File: src/rtl/instr_mem_pkg.sv
// Shared types and constants for the instruction-memory loader.
package instr_mem_pkg;

   localparam int unsigned RAM_WIDTH_DEF = 32;
   localparam int unsigned RAM_DEPTH_DEF = 2048;
   localparam logic [31:0] HALT_WORD     = 32'hFFFF_FFFF;

   typedef enum logic [2:0] {
      S_IDLE,
      S_LOAD,
      S_WRITE,
      S_DONE,
      S_ERROR
   } loader_state_t;

   // Number of bits needed to hold the value 'depth'.
   function automatic int unsigned clogb2(input int unsigned depth);
      int unsigned bits;
      int unsigned d;
      bits = 0;
      d    = depth;
      while (d > 0) begin
         bits = bits + 1;
         d    = d >> 1;
      end
      return bits;
   endfunction

endpackage

File: src/rtl/word_packer.sv
// Packs UART bytes MSB-first into a word; flags the word on its last byte.
module word_packer
   import instr_mem_pkg::*;
#(
   parameter int unsigned WORD_WIDTH = RAM_WIDTH_DEF
) (
   input  logic                  clk,
   input  logic                  rst_n,
   input  logic                  clear,
   input  logic                  in_valid,
   input  logic [7:0]            in_data,
   output logic [WORD_WIDTH-1:0] word_c,
   output logic                  word_valid_c
);

   localparam int unsigned BYTES = WORD_WIDTH / 8;
   localparam int unsigned IDX_W = (BYTES > 1) ? clogb2(BYTES - 1) : 1;
   localparam logic [IDX_W-1:0] LAST_IDX = IDX_W'(BYTES - 1);

   logic [WORD_WIDTH-1:0] shift_q, shift_d;
   logic [IDX_W-1:0]      idx_q, idx_d;

   // Word as it stands once the incoming byte is shifted in.
   assign word_c = (shift_q << 8) | WORD_WIDTH'(in_data);

   always_comb begin
      shift_d      = shift_q;
      idx_d        = idx_q;
      word_valid_c = 1'b0;
      if (clear) begin
         shift_d = '0;
         idx_d   = '0;
      end else if (in_valid) begin
         shift_d      = word_c;
         word_valid_c = (idx_q == LAST_IDX);
         idx_d        = (idx_q == LAST_IDX) ? '0 : idx_q + 1'b1;
      end
   end

   always_ff @(posedge clk or negedge rst_n) begin
      if (!rst_n) begin
         shift_q <= '0;
         idx_q   <= '0;
      end else begin
         shift_q <= shift_d;
         idx_q   <= idx_d;
      end
   end

endmodule

File: src/rtl/instr_mem_loader.sv
// Loads a UART byte stream into instruction RAM, then hands the RAM to the CPU.
module instr_mem_loader
   import instr_mem_pkg::*;
#(
   parameter int unsigned          RAM_WIDTH  = RAM_WIDTH_DEF,
   parameter int unsigned          RAM_DEPTH  = RAM_DEPTH_DEF,
   parameter int unsigned          ADDR_WIDTH = clogb2(RAM_DEPTH - 1),
   parameter logic [RAM_WIDTH-1:0] HALT_WORD  = RAM_WIDTH'(instr_mem_pkg::HALT_WORD)
) (
   input  logic                  clka,
   input  logic                  rsta_n,
   input  logic                  start,
   input  logic [7:0]            rx_data,
   input  logic                  rx_valid,
   input  logic [ADDR_WIDTH-1:0] pc_addr,
   output logic [ADDR_WIDTH-1:0] ram_addr,
   output logic [RAM_WIDTH-1:0]  ram_din,
   output logic                  ram_we,
   output logic                  cpu_en,
   output logic                  busy,
   output logic                  done,
   output logic                  overflow,
   output logic [ADDR_WIDTH:0]   word_count
);

   localparam logic [ADDR_WIDTH-1:0] LAST_ADDR = ADDR_WIDTH'(RAM_DEPTH - 1);

   loader_state_t         state_q, state_d;
   logic [ADDR_WIDTH-1:0] wr_ptr_q, wr_ptr_d;
   logic [ADDR_WIDTH:0]   word_count_q, word_count_d;
   logic [RAM_WIDTH-1:0]  ram_din_q, ram_din_d;
   logic                  ram_we_q, ram_we_d;
   logic                  cpu_en_q, cpu_en_d;
   logic                  busy_q, busy_d;
   logic                  done_q, done_d;
   logic                  overflow_q, overflow_d;

   logic                  is_halt_c, at_last_c;
   logic                  pack_clear_c, byte_accept_c;
   logic [RAM_WIDTH-1:0]  word_c;
   logic                  word_valid_c;

   assign is_halt_c    = (ram_din_q == HALT_WORD);
   assign at_last_c    = (wr_ptr_q == LAST_ADDR);
   assign pack_clear_c = start && (state_q inside {S_IDLE, S_DONE, S_ERROR});
   // A byte landing in the WRITE cycle starts the next word only if loading continues.
   assign byte_accept_c = rx_valid &&
                          ((state_q == S_LOAD) ||
                           ((state_q == S_WRITE) && !is_halt_c && !at_last_c));

   word_packer #(
      .WORD_WIDTH (RAM_WIDTH)
   ) u_packer (
      .clk          (clka),
      .rst_n        (rsta_n),
      .clear        (pack_clear_c),
      .in_valid     (byte_accept_c),
      .in_data      (rx_data),
      .word_c       (word_c),
      .word_valid_c (word_valid_c)
   );

   always_comb begin
      state_d      = state_q;
      wr_ptr_d     = wr_ptr_q;
      word_count_d = word_count_q;
      ram_din_d    = ram_din_q;
      ram_we_d     = 1'b0;
      cpu_en_d     = 1'b0;
      busy_d       = 1'b0;
      done_d       = 1'b0;
      overflow_d   = 1'b0;

      case (state_q)
         S_IDLE, S_DONE, S_ERROR: begin
            if (start) begin
               state_d      = S_LOAD;
               wr_ptr_d     = '0;
               word_count_d = '0;
            end
         end
         S_LOAD: begin
            if (word_valid_c) begin
               state_d   = S_WRITE;
               ram_din_d = word_c;
            end
         end
         S_WRITE: begin
            word_count_d = word_count_q + 1'b1;
            if (is_halt_c) begin
               state_d = S_DONE;
            end else if (at_last_c) begin
               state_d = S_ERROR;
            end else begin
               state_d  = S_LOAD;
               wr_ptr_d = wr_ptr_q + 1'b1;
            end
         end
         default: state_d = S_IDLE;
      endcase

      // Status outputs are registered copies of the state being entered.
      ram_we_d   = (state_d == S_WRITE);
      busy_d     = (state_d == S_LOAD) || (state_d == S_WRITE);
      done_d     = (state_d == S_DONE);
      cpu_en_d   = (state_d == S_DONE);
      overflow_d = (state_d == S_ERROR);
   end

   always_ff @(posedge clka or negedge rsta_n) begin
      if (!rsta_n) begin
         state_q      <= S_IDLE;
         wr_ptr_q     <= '0;
         word_count_q <= '0;
         ram_din_q    <= '0;
         ram_we_q     <= 1'b0;
         cpu_en_q     <= 1'b0;
         busy_q       <= 1'b0;
         done_q       <= 1'b0;
         overflow_q   <= 1'b0;
      end else begin
         state_q      <= state_d;
         wr_ptr_q     <= wr_ptr_d;
         word_count_q <= word_count_d;
         ram_din_q    <= ram_din_d;
         ram_we_q     <= ram_we_d;
         cpu_en_q     <= cpu_en_d;
         busy_q       <= busy_d;
         done_q       <= done_d;
         overflow_q   <= overflow_d;
      end
   end

   // The CPU fetch address drives the RAM once the program is loaded.
   assign ram_addr   = done_q ? pc_addr : wr_ptr_q;
   assign ram_din    = ram_din_q;
   assign ram_we     = ram_we_q;
   assign cpu_en     = cpu_en_q;
   assign busy       = busy_q;
   assign done       = done_q;
   assign overflow   = overflow_q;
   assign word_count = word_count_q;

endmodule

File: config.mk
export PLATFORM = sky130hd
export DESIGN_NAME = instr_mem_loader
export DESIGN_NICKNAME = d
export VERILOG_FILES = /design/src/rtl/instr_mem_pkg.sv /design/src/rtl/word_packer.sv /design/src/rtl/instr_mem_loader.sv
export SDC_FILE = /design/constraint.sdc
export NUM_CORES = 1
export LEC_CHECK = 0
export ABC_CLOCK_PERIOD_IN_PS = 6600
export BUFFER_PORTS_ARGS = -buffer_cell sky130_fd_sc_hd__buf_2
export CAP_MARGIN = 40
export CORE_MARGIN = 5
export CORE_UTILIZATION = 50
export CTS_CLUSTER_DIAMETER = 40
export DETAILED_ROUTE_END_ITERATION = 10
export GPL_ROUTABILITY_DRIVEN = 0
export PLACE_DENSITY = 0.74
export SLEW_MARGIN = 20
export SYNTH_ARGS = -nofsm -noshare
export SYNTH_HDL_FRONTEND = slang
export SYNTH_HIERARCHICAL = 1
export SYNTH_SLANG_ARGS = --single-unit
export TNS_END_PERCENT = 5
File: constraint.sdc
create_clock -name clka -period 6.6 [get_ports clka]
set_input_delay 1.32 -clock clka [delete_from_list [all_inputs] [get_ports clka]]
set_output_delay 1.32 -clock clka [all_outputs]
set_load 0.05 [all_outputs]
==> insert_results.sql, run 1 <==
INSERT INTO impl_metrics (metric_group, metric, value, unit) VALUES
('clock_network', 'cts_inserted_buffers', '9', ''),
('synthesis', 'ys_types', '51', ''),
('floorplanning', 'num_io_pins', '83', ''),
('critical_path', 'biggest_cell_delay_along_the_critical_path', '0.65', 'ns'),
('finish', 'layout.nets', '460', ''),
('critical_path', 'crit_path_start_kind', 'input pin', ''),
('floorplanning', 'row_count', '33', ''),
('timing', 'final.setup.tns', '0', 'ns'),
('placement', 'place_ws', '2.50', 'ns'),
('timing', 'fmax', '265', 'MHz'),
('synthesis', 'netlist_area', '4160', 'sq um'),
('clock_network', 'insertion_delay', '0.35', 'ns'),
('timing', 'hold_ws', '0.502', 'ns'),
('floorplanning', 'core-area', '8180', 'sq um'),
('placement', 'place.detailed.instances', '528', ''),
('pwr', 'total_power', '2.11', 'mW'),
('critical_path', 'crit_slowest_cell', 'a31oi_2', ''),
('timing', 'report.final.setup_viol', '0', ''),
('timing', 'worst_pin_slew', '0.783', 'ns'),
('floorplanning', 'fp.dieH', '101', 'um'),
('placement', 'hpwl', '6330', 'um'),
('pwr', 'power_switching_share', '0.456', ''),
('critical_path', 'required', '6.84', 'ns'),
('clock_network', 'clock_path_buffers', '2', ''),
('synthesis', 'synth_seq_cells', '88', ''),
('timing', 'final-hold-violation-count', '0', ''),
('finish', 'finalNonFillerCells', '544', ''),
('drt', 'routedWlPerCell', '16.4', 'um'),
('critical_path', 'timing.critical_path.to_type', 'flip-flop', ''),
('drt', 'num_vias', '2989', ''),
('critical_path', 'cp_cell_sequence', 'buf_2 -> nor3b_1 -> a31oi_2 -> inv_2 -> nor2_1 -> nor3b_4 -> buf_4 -> mux2_2', ''),
('drt', 'dr.pass1.iters', '4', ''),
('pwr', 'pwr-share-clk', '0.169', ''),
('placement', 'post_dp_cell_area', '4590', 'sq um'),
('global_route', 'gr-usage-all-layers', '0.180', ''),
('clock_network', 'total_of_cells_resized_after_clock_tree_synthesis', '0', ''),
('timing', 'clock-skew-final', '0.00891', 'ns'),
('critical_path', 'timing.setup.critical_path_class', 'input pin to flip-flop', ''),
('drt', 'drc_errors', '0', ''),
('synthesis', 'synth.yosys.warnings', '6', ''),
('critical_path', 'worst_ep_arrival_time', '4.01', 'ns'),
('clock_network', 'clock_edge_transition_at_the_registers_on_the_reported_setup_and_hold_paths', '0.09', 'ns'),
('drt', 'drt-initial-drc-count', '113', ''),
('global_route', 'number_of_global_route_vias_before_repair', '2997', ''),
('pwr', 'combinational_power_share', '0.424', ''),
('finish', 'ratio_of_cells_with_drive_above_1_in_the_final_layout', '0.351', ''),
('synthesis', 'synth-seq-area-share', '0.529', ''),
('synthesis', 'netlist.area_leader.share', '0.529', ''),
('synthesis', 'postSynth.topFlopCell', 'dfrtp_1', ''),
('timing', 'final_period_minus_worst_setup_slack', '3.77', 'ns'),
('timing', 'final_clock_period_utilization_by_the_worst_path', '0.571', ''),
('synthesis', 'synth.top_cells.by_area', 'dfrtp_1 (53%), mux2_2 (11%), mux2i_1 (7.2%)', ''),
('clock_network', 'ctsHtreeMaxLevel', '3', ''),
('synthesis', 'post-synth-top-area-cell', 'dfrtp_1', ''),
('synthesis', 'yosys.cell_count.top_type', 'dfrtp_1', ''),
('clock_network', 'cts_setup_buffers', '0', ''),
('clock_network', 'tritoncts', 'built', ''),
('clock_network', 'root_buffer', 'clkbuf_8', ''),
('synthesis', 'synthesis.instances', '365', ''),
('synthesis', 'synth.cells.most_frequent', 'dfrtp_1 (88), mux2_2 (39), nor2_1 (38)', ''),
('synthesis', 'mappedNetlistNets', '391', ''),
('drt', 'vias_per_instance', '5.49', ''),
('status', 'outcome', 'finished, final reports clean', ''),
('floorplanning', 'fp.dieArea', '10200', 'sq um'),
('finish', 'insertedDiodeCount', '0', ''),
('global_route', 'antenna_violations_before_repair', '0', ''),
('critical_path', 'critical_path_buffer_and_inverter_count', '3', ''),
('timing', 'drv_slew', '0', ''),
('placement', 'placement.io_buffers', '82', ''),
('pwr', 'p_seq_frac', '0.407', ''),
('drt', 'antenna_violating_nets_left', '0', '');
## sequential cells by signal, indices dropped and copies added, names as in the netlist
signal / flops
ram_din: 32
u_packer/shift_q: 24
word_count: 12
wr_ptr_q: 11
state_q: 3
u_packer/idx_q: 2
busy: 1
done: 1
overflow: 1
ram_we: 1
## power groups by stage
| stage | clock network, mW | logic, mW | registers, mW |
|---|---|---|---|
| 2_1_floorplan | 0 | 0.389 | 1.16 |
| 3_3_place_gp | 0 | 0.862 | 0.862 |
| 3_5_place_dp | 0 | 0.898 | 0.869 |
| 4_1_cts | 0.366 | 0.902 | 0.859 |
| 5_1_grt | 0.391 | 0.952 | 0.882 |
| 6_report | 0.356 | 0.894 | 0.859 |
## final cells by class
type / instances / area [sq um]
clock buffers: 11 / 151
flip-flops and latches: 88 / 2200
fillers: 712 / 3400
multi-input cells: 242 / 1750
inverters: 8 / 30.0
clock inverters: 5 / 40.0
repair buffers: 85 / 475
well taps: 105 / 131
## path summary, 6_finish.rpt
| path | from | endpoint | slack, ns | cells past startpoint |
|---|---|---|---|---|
| worst min register to register | word_count[11] | word_count[11] | 0.50 | 1 |
| max in group asynchronous | rsta_n | u_packer/shift_q[12] | 5.11 | 2 |
| worst max register to register | state_q[1] | ram_din[3] | 3.31 | 7 |
| worst min-delay path | word_count[11] | word_count[11] | 0.50 | 1 |
| worst max-delay path | start | ram_din[3] | 2.83 | 8 |
| min in group asynchronous | rsta_n | busy | 0.89 | 1 |
## per-layer routing
metal / share of wire / vias to the layer above / global-route usage
met5: 0 / - / 0
met4: 0.012 / 0 / 0.0521
met3: 0.060 / 11 / 0.0413
met2: 0.49 / 86 / 0.300
met1: 0.44 / 1468 / 0.237
li1: - / 1424 / -
## kinds of logic (layout without fill, tap and decap cells)
kind of cell / Yosys count / in the layout / share of synthesized area
and+or+nand+nor: 127 / 127 / 0.162
DFF: 88 / 88 / 0.529
muxes: 69 / 69 / 0.178
AOI/OAI and AO/OA: 42 / 42 / 0.0650
buffers and inverters: 35 / 109 / 0.0544
adders and majority gates: 3 / 3 / 0.00902
xor gates and xnor gates: 1 / 1 / 0.00211
## placed cells by master, fill, tap and decap left out, types with 2 or more instances in the layout
cell	Yosys	routed
dfrtp_1	88	88
buf_2	11	81
mux2_2	39	39
nor2_1	38	38
mux2i_1	30	30
nand2_1	26	26
o21ai_0	17	17
nand4_1	16	16
clkbuf_8	0	11
nand3_1	10	10
and3_1	8	8
inv_1	7	7
a21oi_1	7	6
nand2b_1	5	5
ha_1	3	3
clkinv_4	0	3
nor4_2	2	2
and2b_1	2	2
nor3b_1	2	2
nor2b_1	2	2
a31oi_1	2	2
and2_1	2	2
a31o_1	2	2
a31o_2	2	2
o41ai_1	2	2
nor2_2	2	2
nor3_1	2	2
buf_4	9	2
buf_16	0	2
Power figures use the tool's default switching activity.
==> inputs of run 2 (changes only) <==
- ABC_AREA: unset -> 1
- ABC_CLOCK_PERIOD_IN_PS: 6600 -> 3100
- PLACE_DENSITY: 0.74 -> 0.76
- clock period: 6.6 -> 3.1 ns (I/O delays scaled with it)
==> run 2 against run 1 <==
Largest cell class unchanged. Largest power group is now sequential cells. Critical path type is now flip-flop to flip-flop. Worst setup slack got worse by 2.1 ns. Core utilization fell by 1.2 points. Global-route usage rose by 1.6 points.
==> insert_results.sql, run 2 <==
INSERT INTO impl_metrics (metric_group, metric, value, unit) VALUES
('clock_network', 'cts_inserted_buffers', '9', ''),
('synthesis', 'synth_seq_cells', '88', ''),
('drt', 'drt-initial-drc-count', '161', ''),
('synthesis', 'netlist_area', '4350', 'sq um'),
('global_route', 'gr-usage-all-layers', '0.197', ''),
('worst_hold_path', 'min-delay-path-class', 'input pin to async pin', ''),
('synthesis', 'post_synth_mux_area_share', '0.0126', ''),
('timing', 'hold_ws', '0.275', 'ns'),
('global_route', 'grt_overflow_total', '0', ''),
('synthesis', 'synth.yosys.warnings', '6', ''),
('critical_path', 'rr_worst_depth', '10', ''),
('clock_network', 'hold_buffers', '0', ''),
('synthesis', 'yosys.cell_count.top_type', 'nand2_1', ''),
('finish', 'seqCellArea', '2200', 'sq um'),
('critical_path', 'crit_path_start_kind', 'flip-flop', ''),
('synthesis', 'netlist.area_leader.share', '0.506', ''),
('critical_path', 'timing.critical_path.fanout_max', '27', ''),
('floorplanning', 'core-area', '8590', 'sq um'),
('timing', 'setup_repair_after_global_routing_missed_its_margin', 'no', ''),
('finish', 'final_cell_area', '4920', 'sq um'),
('drt', 'dr.pass1.iters', '4', ''),
('timing', 'final_clock_period_utilization_by_the_worst_path', '0.778', ''),
('finish', 'final_common_cell', 'nand2_1', ''),
('pwr', 'power.density', '815', 'nW/um^2'),
('pwr', 'pwr-share-clk', '0.196', ''),
('pwr', 'combinational_power_share', '0.372', ''),
('synthesis', 'ys_types', '30', ''),
('status', 'outcome', 'finished, final reports clean', ''),
('timing', 'clock-skew-final', '0.0159', 'ns'),
('synthesis', 'synth-seq-area-share', '0.506', ''),
('timing', 'report.final.setup_viol', '0', ''),
('clock_network', 'insertion_delay', '0.36', 'ns'),
('timing', 'final_period_minus_worst_setup_slack', '2.41', 'ns'),
('synthesis', 'synth_top_family_by_area', 'simple AND/OR/NAND/NOR gates', ''),
('clock_network', 'total_of_cells_resized_after_clock_tree_synthesis', '0', ''),
('drt', 'wl', '10100', 'um'),
('run', 'maxCapViolCount', '0', ''),
('floorplanning', 'fp.dieH', '103', 'um'),
('pwr', 'net-switching-power', '1.83', 'mW'),
('pwr', 'power_switching_share', '0.457', ''),
('synthesis', 'synth_edf_count', '0', ''),
('finish', 'area_delta_synth_final', '13.1', '%'),
('clock_network', 'clock_path_buffers', '2', ''),
('placement', 'placement.io_buffers', '82', ''),
('timing', 'final.setup.tns', '0', 'ns'),
('floorplanning', 'fp.dieArea', '10700', 'sq um'),
('synthesis', 'mappedNetlistNets', '581', ''),
('pwr', 'p_seq_frac', '0.432', ''),
('floorplanning', 'row_count', '34', ''),
('critical_path', 'required', '3.40', 'ns'),
('timing', 'worst_pin_slew', '0.617', 'ns'),
('floorplanning', 'num_io_pins', '83', ''),
('critical_path', 'timing.critical_path.to_type', 'flip-flop', ''),
('clock_network', 'numClockSinks', '88', ''),
('timing', 'fmax', '414', 'MHz'),
('finish', 'multi_input_gate_area_in_the_final_layout', '1820', 'sq um'),
('clock_network', 'cts_setup_buffers', '0', ''),
('floorplanning', 'die_width', '103', 'um'),
('clock_network', 'clock_edge_transition_at_the_registers_on_the_reported_setup_and_hold_paths', '0.09', 'ns'),
('finish', 'fill_cells', '790', ''),
('global_route', 'number_of_global_route_vias_before_repair', '3646', ''),
('placement', 'hpwl', '7080', 'um'),
('critical_path', 'timing.setup.critical_path_class', 'flip-flop to flip-flop', ''),
('global_route', 'grt_start_max_net_pins', '89', ''),
('synthesis', 'postSynth.topFlopCell', 'dfrtp_1', ''),
('drt', 'routedWlPerCell', '13.7', 'um'),
('synthesis', 'synthesis.instances', '555', ''),
('finish', 'layout.nets', '645', ''),
('clock_network', 'ctsHtreeMaxLevel', '3', ''),
('timing', 'drv_slew', '0', ''),
('critical_path', 'worst_ep_arrival_time', '2.71', 'ns'),
('pwr', 'total_leakage_power', '2.67', 'nW'),
('finish', 'insertedDiodeCount', '0', ''),
('synthesis', 'synth.cells.most_frequent', 'nand2_1 (250), dfrtp_1 (88), nand3_1 (43)', ''),
('pwr', 'max-vdd-ir-drop', '645', 'uV'),
('finish', 'layout.cells.most_common_list', 'nand2_1 (250), dfrtp_1 (88), buf_2 (81)', ''),
('synthesis', 'synth.top_cells.by_area', 'dfrtp_1 (51%), nand2_1 (22%), nand3_1 (4.9%)', ''),
('clock_network', 'tritoncts', 'built', ''),
('critical_path', 'critical_path_buffer_and_inverter_count', '2', ''),
('drt', 'vias_per_instance', '5.18', ''),
('floorplanning', 'initial_core_util', '0.507', ''),
('timing', 'final-hold-violation-count', '0', ''),
('synthesis', 'compound_gate_portion_of_the_synthesized_area', '0.0348', ''),
('placement', 'place_ws', '0.743', 'ns'),
('critical_path', 'biggest_cell_delay_along_the_critical_path', '0.51', 'ns'),
('timing', 'setup_slack_after_layout', '0.687', 'ns'),
('synthesis', 'post_synth_and_or_nand_nor_area_fraction', '0.348', ''),
('drt', 'antenna_violating_nets_left', '0', ''),
('drt', 'num_vias', '3791', ''),
('synthesis', 'postSynthAreaPerCell', '7.84', 'sq um'),
('finish', 'max_reg_flops', '32', ''),
('timing', 'timing.slew.headroom', '0.588', ''),
('global_route', 'antenna_violations_before_repair', '0', ''),
('pwr', 'p_int', '2.18', 'mW'),
('clock_network', 'root_buffer', 'clkbuf_8', ''),
('critical_path', 'cp_cell_sequence', 'ha_1 -> inv_2 -> nor2_4 -> nand3_4 -> nand3_1 -> a21boi_2 -> buf_4 -> nor2_4 -> nand2_1 -> nand2_1', ''),
('critical_path', 'number_of_cells_on_the_critical_path', '10', ''),
('synthesis', 'post_synth_xor_area_fraction', '0.0121', ''),
('synthesis', 'post-synth-top-area-cell', 'dfrtp_1', ''),
('synthesis', 'postSynth.asyncResetShare', '1.00', ''),
('finish', 'ratio_of_cells_with_drive_above_1_in_the_final_layout', '0.199', ''),
('critical_path', 'worst_path_dominant_cell_family', 'simple AND/OR/NAND/NOR gates', ''),
('drt', 'drc_errors', '0', ''),
('global_route', 'grt_first_pass_wirelength', '16600', 'um'),
('synthesis', 'synthAdderAreaFrac', '0.00862', ''),
('critical_path', 'crit_slowest_cell', 'nor2_4', ''),
('placement', 'post_dp_cell_area', '4730', 'sq um');
## run 2: cell types whose count changed in the layout (fill, tap and decap cells not counted), moves of 3 or more
cell      delta
nand2b_1     -5
nand2_1    +224
and3_1       -8
mux2i_1     -29
nand3_1     +33
inv_2        +6
mux2_2      -35
inv_1       +20
nor2_4       +3
xor2_1       +5
nand2_2      +3
nand3_2      +3
## run 2: kinds of logic after synthesis
logic type | after synthesis
fa+ha+maj | 3
simple gates | 359
flops | 88
mux | 5
compound gates | 28
buf+inv | 66
xor+xnor | 6
## run 2: path summary, 6_finish.rpt
kind,from,endpoint,slack (ns)
min in group clka,u_packer/shift_q[22],ram_din[30],0.47
worst min register to register,u_packer/shift_q[22],ram_din[30],0.47
max in group asynchronous,rsta_n,ram_we,2.45
worst max register to register,wr_ptr_q[0],u_packer/shift_q[20],0.69
worst min-delay path,rsta_n,word_count[4],0.28
worst max-delay path,wr_ptr_q[0],u_packer/shift_q[20],0.69
## run 2: power groups by stage
stage                     clock [mW]  sequential [mW]  combinational, mW
after global placement             0             1.75               1.47
final                          0.788             1.73               1.49
after CTS                      0.807             1.73               1.51
after detailed placement           0             1.75               1.50
after global routing           0.858             1.77               1.63
after floorplan                    0             2.25              0.648
## run 2: final cells by class
cell class                      instances  area share
Clock inverter                          6      0.0137
Sequential cell                        88       0.447
Multi-Input combinational cell        401       0.369
Timing Repair Buffer                   85      0.0910
Inverter                               34      0.0259
Tap cell                              108      0.0274
Clock buffer                           10      0.0259
## run 2: stage by stage
stage	power [mW]	cells	util
2_1_floorplan	2.89	555	-
3_3_place_gp	3.22	716	0.550
3_5_place_dp	3.26	716	0.550
4_1_cts	4.05	732	0.573
5_1_grt	4.26	732	0.573
6_report	4.02	732	0.573
## run 2: layer usage
layer,share of wire,vias to the layer above,GRT usage,wire [um]
li1,-,1873,-,-
met1,0.42,1791,0.244,4180
met2,0.51,113,0.338,5110
met3,0.064,14,0.0469,640
met4,0.012,0,0.0637,123
met5,0,-,0,0
